==> config.mk <==
export PLATFORM = sky130hd
export DESIGN_NAME = mem_port_arbiter
export DESIGN_NICKNAME = d
export VERILOG_FILES = /design/src/rtl/mem_port_arbiter.sv
export SDC_FILE = /design/constraint.sdc
export NUM_CORES = 1
export LEC_CHECK = 0
export BUFFER_PORTS_ARGS = -buffer_cell sky130_fd_sc_hd__buf_2
export CORE_AREA = 2 2 117 119
export DETAILED_ROUTE_END_ITERATION = 10
export DIE_AREA = 0 0 119 121
export GPL_ROUTABILITY_DRIVEN = 0
export PLACE_DENSITY_LB_ADDON = 0.15
export SETUP_SLACK_MARGIN = 0.4
export SLEW_MARGIN = 20
export SYNTH_ARGS = -nofsm -noshare
export SYNTH_HDL_FRONTEND = slang
export SYNTH_SLANG_ARGS = --single-unit
==> constraint.sdc <==
create_clock -name clk -period 2.1 [get_ports clk]
set_input_delay 0.63 -clock clk [delete_from_list [all_inputs] [get_ports clk]]
set_output_delay 0.63 -clock clk [all_outputs]
set_load 0.01 [all_outputs]
==> src/rtl/mem_port_arbiter.sv <==
// Two-requester (CPU / loader) arbiter for the shared memory port.
// Optional atomic CPU lock hold enabled by defining MEM_ARB_LOCK_EN.
module mem_port_arbiter #(
    parameter int WIDTH        = 32,
    parameter int STARVE_LIMIT = 4
) (
    input  logic             clk,
    input  logic             rst,
    input  logic             cpu_req,
    input  logic             cpu_we,
    input  logic [WIDTH-1:0] cpu_addr,
    input  logic [WIDTH-1:0] cpu_wdata,
    input  logic             cpu_lock,
    output logic             cpu_gnt,
    output logic             cpu_rvalid,
    output logic [WIDTH-1:0] cpu_rdata,
    input  logic             ld_req,
    input  logic             ld_we,
    input  logic [WIDTH-1:0] ld_addr,
    input  logic [WIDTH-1:0] ld_wdata,
    output logic             ld_gnt,
    output logic             ld_rvalid,
    output logic [WIDTH-1:0] ld_rdata,
    output logic             mem_MemRead,
    output logic             mem_MemWrite,
    output logic [WIDTH-1:0] mem_addr,
    output logic [WIDTH-1:0] mem_WrData,
    input  logic [WIDTH-1:0] mem_RdData
);

    localparam logic [3:0] LIMIT = 4'(STARVE_LIMIT);

    logic [3:0] starve_cnt;
    logic [3:0] starve_nxt;
    logic       rd_valid;
    logic       rd_id;
    logic       lock_hold;
    logic       ld_pri;
    logic       cpu_win;
    logic       ld_win;
    logic       cpu_sel;
    logic       ld_sel;
    logic       rd_now;

`ifdef MEM_ARB_LOCK_EN
    logic locked_q;

    // Lock only blocks the loader while the CPU keeps cpu_lock asserted
    assign lock_hold = locked_q & cpu_lock;

    always_ff @(posedge clk or negedge rst) begin
        if (!rst)
            locked_q <= 1'b0;
        else if (!cpu_lock)
            locked_q <= 1'b0;
        else if (cpu_win)
            locked_q <= 1'b1;
    end
`else
    logic unused_lock;

    assign lock_hold   = 1'b0;
    assign unused_lock = cpu_lock;
`endif

    assign ld_pri  = (starve_cnt == LIMIT) & ~lock_hold;
    assign cpu_win = cpu_req & ~(ld_req & ld_pri);
    assign ld_win  = ld_req & ~cpu_win & ~lock_hold;

    assign cpu_sel = rst & cpu_win;
    assign ld_sel  = rst & ld_win;
    assign rd_now  = (cpu_sel & ~cpu_we) | (ld_sel & ~ld_we);

    always_comb begin
        starve_nxt = starve_cnt;
        if (lock_hold)
            starve_nxt = starve_cnt;
        else if (!ld_req || ld_win)
            starve_nxt = 4'd0;
        else if (cpu_win && starve_cnt != LIMIT)
            starve_nxt = starve_cnt + 4'd1;
    end

    always_ff @(posedge clk or negedge rst) begin
        if (!rst) begin
            starve_cnt <= 4'd0;
            rd_valid   <= 1'b0;
            rd_id      <= 1'b0;
        end else begin
            starve_cnt <= starve_nxt;
            rd_valid   <= rd_now;
            rd_id      <= ld_win;
        end
    end

    assign cpu_gnt = cpu_sel;
    assign ld_gnt  = ld_sel;

    always_comb begin
        mem_MemRead  = 1'b0;
        mem_MemWrite = 1'b0;
        mem_addr     = '0;
        mem_WrData   = '0;
        unique case (1'b1)
            cpu_sel: begin
                mem_MemRead  = ~cpu_we;
                mem_MemWrite = cpu_we;
                mem_addr     = cpu_addr;
                mem_WrData   = cpu_wdata;
            end
            ld_sel: begin
                mem_MemRead  = ~ld_we;
                mem_MemWrite = ld_we;
                mem_addr     = ld_addr;
                mem_WrData   = ld_wdata;
            end
            default: begin
                mem_MemRead  = 1'b0;
                mem_MemWrite = 1'b0;
            end
        endcase
    end

    // Return path: only the registered read owner sees mem_RdData
    assign cpu_rvalid = rst & rd_valid & ~rd_id;
    assign ld_rvalid  = rst & rd_valid & rd_id;
    assign cpu_rdata  = cpu_rvalid ? mem_RdData : '0;
    assign ld_rdata   = ld_rvalid ? mem_RdData : '0;

endmodule
==> results.yml, run 1 <==
synthesis:
  yosys-top-cells-area: "a22o_1, and2_1, dfrtp_1"
  synth_largest_area_cell: "a22o_1"
  synth_cells: 181
  avgSynthCellArea_um2: 7.71
  ys_seq_area_share_pct: 10.8
  async_reset_ff_share_pct: 100
  yosys_warnings: 0
  ys_seq_elements: 6
  synth_area_um2: 1400
  synth.distinct_cells: 20
  yosysTopAreaCellShare_pct: 42.0
  syn_nets: 350
  synth-edff-count: 0
  ys.flop_type: "dfrtp_1"
routing:
  via_per_inst: 3.93
  ant_nets: 0
  detail_route.wirelength_mm: 9.65
  wire_per_inst_um: 14.1
  route.detailed.drc: 0
  num_vias: 2689
  dr.pass1.iters: 2
  drt_iter0_markers: 40
finish:
  n_antenna_cell: 0
  layout_common_cells: "buf_2, buf_6, a22o_1"
  nNetsFinal: 679
  final_util_pct: 34.1
  final_common_cell: "buf_2"
  area_growth_pct: 219
  drive_above_1_share_pct: 82.3
sta:
  fin_crit_sh_pct: 117
  setup_ws_ns: -0.349
  setup_tns_ns: -29.24
  slew_viol_final: 0
  finClkSkew_ns: 0.00120
  fmax_mhz: 408
  setup_viol: 133
  rsz0062_at_grt: "true"
  hold_violations: 0
  min_period_ns: 2.45
  slew_headroom_pct: 88.4
  worst_slew_pin_slew_ns: 0.173
pwr:
  power_uw: 1060
  irDropWorstVdd_v: 0.000167
  p_per_area_nw_per_um2: 237
  p_leak_uw: 0.00249
floorplanning:
  num_rows: 42
  die-area_um2: 14400
  die_w_um: 119
  die_y_um: 121
  io_pins: 301
  core-area_um2: 13100
  start_util_pct: 10.7
global_routing:
  antenna_found_initial: 0
  grt_pass1_vias: 2741
  grt_pass1_wl_mm: 14.2
  grt-ovfl-total: 0
  grtUsageTotal_pct: 12.1
  grt_start_max_net_pins: 39
worst_setup_path:
  slowest_delay_ns: 0.33
  cp_cell_sequence: "inv_1, ha_2, and3b_4, o211a_4, buf_12, a22o_1, buf_2"
  startpoint: "starve_cnt[1]"
  cp.arrival_ns: 1.82
  crit_fanout: 19
  required_ns: 1.47
  r2r_slack_ns: 0.45
  r2r_start: "starve_cnt[1]"
  r2r-end: "rd_valid"
  crit_buf_inv: 3
  cp-end-kind: "output port"
  startpoint_type: "register"
  reg2reg_depth: 6
  crit_family: "compound AO/OA/AOI/OAI gates"
  critical_path_depth: 7
  cp-endpoint: "mem_addr[0]"
  worst-setup-path-type: "reg -> out"
  cp_slowest_cell: "dfrtp_1"
clocking:
  ctsHoldBuffers: 0
  numCtsBuffers: 3
  cts-root-buf: "clkbuf_16"
  clk_path_buf_depth: 2
  cts.sinks: 6
  htreeDepth: 1
  clock_latency_ns: 0.23
  clkTransAtPathRegs_ns: 0.03
  cts_tree: "built"
placed_design:
  port_buffers: 299
  dp_slack_ns: -0.157
  dpl.hpwl_mm: 7.36
status:
  violations: "setup timing"
  status: "finished with violations"
min_path:
  min_path_type: "in -> async"
job:
  drv_cap: 0
-- power by group --
part           internal (uW)  switching, uW  leakage, uW
logic                    368            259      0.00237
registers                120           2.94    0.0000809
clock network            244           63.3    0.0000370
-- synth_stat cells, types with 2 or more instances --
cell type	count
and2_1	64
dfrtp_1	6
inv_1	6
a22o_1	67
buf_2	7
ha_1	2
clkbuf_1	9
nor2_1	5
nand2_1	2
buf_6	3
-- stage by stage --
step                std cells  area, um2  hold WS (ns)
global placement          659       3470         0.526
CTS                       680       4320         0.288
finish                    684       4460         0.287
detailed placement        659       3470         0.528
floorplan                 181       1640         0.334
global route              684       4460         0.291
-- worst min path at each step --
stage	startpoint	endpoint	slack, ns	cells after the start
after floorplan	rst	rd_id	0.33	0
after global placement	starve_cnt[0]	starve_cnt[0]	0.53	2
after detailed placement	starve_cnt[0]	starve_cnt[0]	0.53	2
after CTS	rst	starve_cnt[3]	0.29	2
after global routing	rst	starve_cnt[3]	0.29	2
final	rst	starve_cnt[3]	0.29	2
-- routing by layer --
metal | vias to the layer above | global-route usage (%) | routed length, um
met5 | - | 0 | 0
met4 | 0 | 2.23 | 82
met3 | 7 | 2.63 | 907
met2 | 176 | 25.3 | 5320
met1 | 1184 | 12.1 | 3340
li1 | 1322 | - | -
-- registers in the layout, summed over array words and instances, names as in the netlist --
register	cells
rd_id	1
starve_cnt	4
rd_valid	1
-- repair_timing --
item	CTS	global route
endpoints found under the setup margin	134	134
endpoints found under the hold margin	0	0
pin swaps	5	5
setup buffers	10	3
gates cloned	8	1
resized for setup	80	20
-- cell families (layout without fill, tap and decap cells) --
logic type                 Yosys count  count (layout)  synth area share (%)
AOI/OAI and AO/OA                   70              70                  43.9
xor gates and xnor gates             2               2                  1.25
adders and majority gates            2               2                  1.79
buffers and inverters               26             353                  9.50
DFF                                  6               6                  10.8
and+or+nand+nor                     75              75                  32.8
-- layout make-up --
| class | instances | area, um2 |
|---|---|---|
| fill | 1366 | 8630 |
| timing repair buffer | 344 | 2680 |
| multi-input combinational | 149 | 1310 |
| tap | 176 | 220 |
| sequential | 6 | 150 |
| clock buffer | 3 | 75.1 |
| inverter | 6 | 22.5 |
(Power assumes the default switching activity.)
==> inputs of run 2 (changes only) <==
--- a/config.mk
+++ b/config.mk
@@ -7,6 +7,7 @@
 export LEC_CHECK = 0
 export BUFFER_PORTS_ARGS = -buffer_cell sky130_fd_sc_hd__buf_2
 export CORE_AREA = 2 2 117 119
+export CTS_BUF_LIST = sky130_fd_sc_hd__clkbuf_2
 export DETAILED_ROUTE_END_ITERATION = 10
 export DIE_AREA = 0 0 119 121
 export GPL_ROUTABILITY_DRIVEN = 0
==> run 2 against run 1 <==
Compared with the run above: the run still ends with setup timing left; non-clock buffer count is the same; global-route usage shrank 0.098 points; final cell count is the same; combinational power is essentially flat; wire length shrank 0.42%; setup slack gained 0.012 ns; clock skew grew 0.0051 ns; largest power group unchanged; highest routed layer unchanged.
==> results.yml, run 2 (synthesis gave the netlist of run 1 again) <==
status:
  status: "finished with violations"
  violations: "setup timing"
routing:
  detail_route.wirelength_mm: 9.61
  dr.pass1.iters: 3
  route.detailed.drc: 0
  ant_nets: 0
  drt_iter0_markers: 42
  num_vias: 2678
  wire_per_inst_um: 14.0
  via_per_inst: 3.92
sta:
  slew_viol_final: 0
  fmax_mhz: 410
  setup_viol: 133
  slew_headroom_pct: 88.3
  hold_violations: 0
  finClkSkew_ns: 0.00632
  worst_slew_pin_slew_ns: 0.174
  rsz0062_at_grt: "true"
  setup_tns_ns: -28.50
  min_period_ns: 2.44
  fin_crit_sh_pct: 116
  setup_ws_ns: -0.337
pwr:
  p_leak_uw: 0.00247
  p_per_area_nw_per_um2: 188
  power_uw: 828
  irDropWorstVdd_v: 0.0000855
global_routing:
  grtUsageTotal_pct: 12.0
  grt_start_max_net_pins: 39
  antenna_found_initial: 0
  grt-ovfl-total: 0
  grt_pass1_vias: 2738
  grt_pass1_wl_mm: 14.1
clocking:
  clock_latency_ns: 0.21
  clk_path_buf_depth: 2
  cts_tree: "built"
  ctsHoldBuffers: 0
  cts.sinks: 6
  htreeDepth: 1
  numCtsBuffers: 3
  cts-root-buf: "clkbuf_2"
  clkTransAtPathRegs_ns: 0.06
worst_setup_path:
  cp_cell_sequence: "inv_1, ha_2, and3b_4, o211a_4, clkbuf_16, a22o_1, buf_2"
  crit_fanout: 19
  cp.arrival_ns: 1.81
  reg2reg_depth: 6
  required_ns: 1.47
  slowest_delay_ns: 0.33
  startpoint: "starve_cnt[1]"
  worst-setup-path-type: "reg -> out"
  r2r_start: "starve_cnt[1]"
  cp_slowest_cell: "dfrtp_1"
  cp-endpoint: "mem_WrData[16]"
  startpoint_type: "register"
  cp-end-kind: "output port"
  r2r_slack_ns: 0.49
  r2r-end: "rd_valid"
finish:
  final_util_pct: 33.7
  largest_reg_flops: 4
  drive_above_1_share_pct: 82.5
  final_common_cell: "buf_2"
  layout_common_cells: "buf_2, buf_6, a22o_1"
  final_cells: 684
  nNetsFinal: 679
  area_growth_pct: 216
  largest_register: "starve_cnt"
  top_regs: "starve_cnt (4), rd_id (1), rd_valid (1)"
  final_cell_area_um2: 4410
  n_antenna_cell: 0
placed_design:
  dpl-instance-area_um2: 3470
  dpl.cell_count: 659
  port_buffers: 299
  dpl.hpwl_mm: 7.36
floorplanning:
  die_w_um: 119
  die-area_um2: 14400
  die_y_um: 121
  start_util_pct: 10.7
  num_rows: 42
  io_pins: 301
  core-area_um2: 13100
job:
  drv_cap: 0
min_path:
  min_path_type: "in -> async"
==> run 2: worst min-delay path by stage <==
| stage | endpoint | slack, ns | depth (start not counted) |
|---|---|---|---|
| 2_1_floorplan | rd_id | 0.33 | 0 |
| 3_3_place_gp | starve_cnt[0] | 0.53 | 2 |
| 3_5_place_dp | starve_cnt[0] | 0.53 | 2 |
| 4_1_cts | starve_cnt[3] | 0.28 | 2 |
| 5_1_grt | starve_cnt[3] | 0.28 | 2 |
| 6_report | starve_cnt[3] | 0.29 | 2 |
==> run 2: per-stage QoR <==
| step | worst slack (ns) | hold WS (ns) |
|---|---|---|
| floorplan | -0.0378 | 0.334 |
| CTS | -0.403 | 0.275 |
| global placement | -0.151 | 0.526 |
| finish | -0.337 | 0.294 |
| detailed placement | -0.157 | 0.528 |
| global route | -0.451 | 0.277 |
==> run 2: power by group <==
group          internal (uW)  switching, uW  total, uW
Combinational            369            260        628
Sequential               120           2.94        123
Clock                   38.7           38.5       77.2
==> run 2: final cells by class <==
type                            instances  area [um2]
Inverter                                6        22.5
Fill cell                            1371        8680
Timing Repair Buffer                  344        2680
Clock buffer                            3        15.0
Multi-Input combinational cell        149        1320
Tap cell                              176         220
Sequential cell                         6         150
==> run 2: layer usage <==
metal | part of all wire [%] | global-route usage [%] | vias up
li1 | - | - | 1322
met1 | 35 | 12.0 | 1179
met2 | 55 | 25.3 | 173
met3 | 9.4 | 2.49 | 4
met4 | 0.55 | 2.01 | 0
met5 | 0 | 0 | -
==> run 2: critical path, delay by kind of cell, from the launching register on <==
family,cells,cell delay (ns)
adder cells (fa/ha/maj),1,0.17
flip-flops,1,0.33
AND/OR/NAND/NOR,1,0.21
AO/OA/AOI/OAI,2,0.50
buffers and inverters,3,0.38
==> run 2: what timing repair did <==
| item | 4_1_cts | 5_1_grt |
|---|---|---|
| gates cloned | 8 | 1 |
| pin swaps | 5 | 6 |
| endpoints found under the setup margin | 134 | 135 |
| setup buffers | 10 | 3 |
| gates resized for setup | 80 | 21 |
==> inputs of run 3 (changes only) <==
--- a/config.mk
+++ b/config.mk
@@ -12,7 +12,7 @@
 export DIE_AREA = 0 0 119 121
 export GPL_ROUTABILITY_DRIVEN = 0
 export PLACE_DENSITY_LB_ADDON = 0.15
-export SETUP_SLACK_MARGIN = 0.4
+export SKIP_LAST_GASP = 1
 export SLEW_MARGIN = 20
 export SYNTH_ARGS = -nofsm -noshare
 export SYNTH_HDL_FRONTEND = slang
==> run 3 against run 2 <==
Compared with the run above: sequential cell count stayed put; the run still ends with setup timing left; count of clock-buffer cells in the layout unchanged; hold slack worse by 0.012 ns; largest power group unchanged; clock skew about the same; critical endpoint is now mem_MemWrite; clock power rose by 2%; register-to-register slack worse by 0.10 ns.
==> results.yml, run 3 (synthesis gave the netlist of run 1 again) <==
floorplanning:
  core-area_um2: 13100
  die-area_um2: 14400
  io_pins: 301
  die_w_um: 119
  num_rows: 42
  start_util_pct: 10.7
  die_y_um: 121
pwr:
  p_per_area_nw_per_um2: 198
  p_leak_uw: 0.00237
  irDropWorstVdd_v: 0.0000898
worst_setup_path:
  crit_buf_inv: 5
  cp.arrival_ns: 1.87
  worst-setup-path-type: "reg -> out"
  crit_family: "buffers and inverters"
  cp_cell_sequence: "inv_2, ha_4, and3b_4, a21oi_4, buf_12, clkbuf_16, buf_4, a22o_1, buf_2"
  crit_fanout: 6
  startpoint_type: "register"
  cp-end-kind: "output port"
  slowest_delay_ns: 0.39
  cp_slowest_cell: "dfrtp_1"
  required_ns: 1.47
finish:
  fillers: 1372
  layout_common_cells: "buf_2, a22o_1, buf_6"
  multi_input_area_um2: 1260
  n_antenna_cell: 0
  area_growth_pct: 189
  regArea_um2: 150
  final_cells: 681
  drive_above_1_share_pct: 77.8
  final_common_cell: "buf_2"
  largest_register: "starve_cnt"
  top_regs: "starve_cnt (4), rd_id (1), rd_valid (1)"
  nNetsFinal: 676
  largest_reg_flops: 4
global_routing:
  grtUsageTotal_pct: 10.7
  grt_pass1_wl_mm: 12.4
  grt_pass1_vias: 2537
  grt_start_max_net_pins: 35
  grt-ovfl-total: 0
  antenna_found_initial: 0
routing:
  drt_iter0_markers: 60
  wire_per_inst_um: 15.2
  ant_nets: 0
  route.detailed.drc: 0
  detail_route.wirelength_mm: 10.4
  num_vias: 2805
  dr.pass1.iters: 4
  via_per_inst: 4.12
sta:
  setup_viol: 104
  min_period_ns: 2.50
  worst_slew_pin_slew_ns: 0.210
  slew_headroom_pct: 86.0
  finClkSkew_ns: 0.00626
  slew_viol_final: 0
  hold_ws_ns: 0.282
  fin_crit_sh_pct: 119
  setup_ws_ns: -0.405
  hold_violations: 0
  rsz0062_at_grt: "true"
  fmax_mhz: 399
clocking:
  cts.sinks: 6
  htreeDepth: 1
  cts_tree: "built"
  clock_latency_ns: 0.22
  cts-root-buf: "clkbuf_2"
  clkTransAtPathRegs_ns: 0.06
  numCtsBuffers: 3
  clk_path_buf_depth: 2
placed_design:
  dpl.cell_count: 659
  dpl.hpwl_mm: 6.80
  port_buffers: 299
status:
  violations: "setup timing"
  status: "finished with violations"
job:
  drv_cap: 0
min_path:
  min_path_type: "in -> async"
-- run 3: cell count changes in the layout (fill, tap and decap cells not counted), sizes merged --
cell    delta
buf       -10
clkbuf     +7
-- run 3: worst paths after layout --
kind | startpoint | to | slack (ns) | depth (start not counted)
max in group asynchronous | rst | rd_id | 1.53 | 4
worst min-delay path | rst | starve_cnt[2] | 0.28 | 2
min in group clk | starve_cnt[0] | starve_cnt[0] | 0.57 | 2
worst max register to register | starve_cnt[1] | rd_valid | 0.39 | 6
worst min register to register | starve_cnt[0] | starve_cnt[0] | 0.57 | 2
worst max-delay path | starve_cnt[1] | mem_MemWrite | -0.40 | 9
-- run 3: metrics by stage --
step                setup WS (ns)  setup TNS [ns]  total power (uW)  utilization [%]  instance area [um2]
floorplan                 -0.0394          -0.788               318                -                 1400
detailed placement         -0.231          -16.85               619             24.7                 3240
finish                     -0.405          -26.76               796             30.8                 4030
global placement           -0.224          -16.11               616             24.7                 3240
global route               -0.477          -35.11               855             30.8                 4030
CTS                        -0.414          -27.39               742             26.7                 3490
-- run 3: cell type report --
type	count	share of cell area [%]
Multi-Input combinational cell	149	31.3
Inverter	6	0.559
Clock buffer	3	0.373
Sequential cell	6	3.73
Tap cell	176	5.47
Timing Repair Buffer	341	58.6
-- run 3: routing by layer --
metal  global-route usage, %  wire [um]  vias to the layer above
li1                        -          -                     1317
met1                    11.3       3660                     1308
met2                    21.7       5800                      174
met3                    2.26        809                        6
met4                    1.71         89                        0
met5                       0          0                        -
-- run 3: timing repair --
item | in CTS | in global routing
gates cloned | 5 | 8
endpoints found under the setup margin | 132 | 131
pin swaps | 6 | 42
resized for setup | 25 | 83
hold endpoints to repair | 0 | 0
buffers inserted | 3 | 6
hold buffers | 0 | 0
-- run 3: power breakdown --
part | switching [uW] | internal (uW) | leakage [uW] | total [uW]
registers | 3.43 | 120 | 0.0000809 | 123
logic | 257 | 337 | 0.00228 | 594
clock network | 40.5 | 38.6 | 0.0000125 | 79.1
total | 301 | 495 | 0.00237 | 796
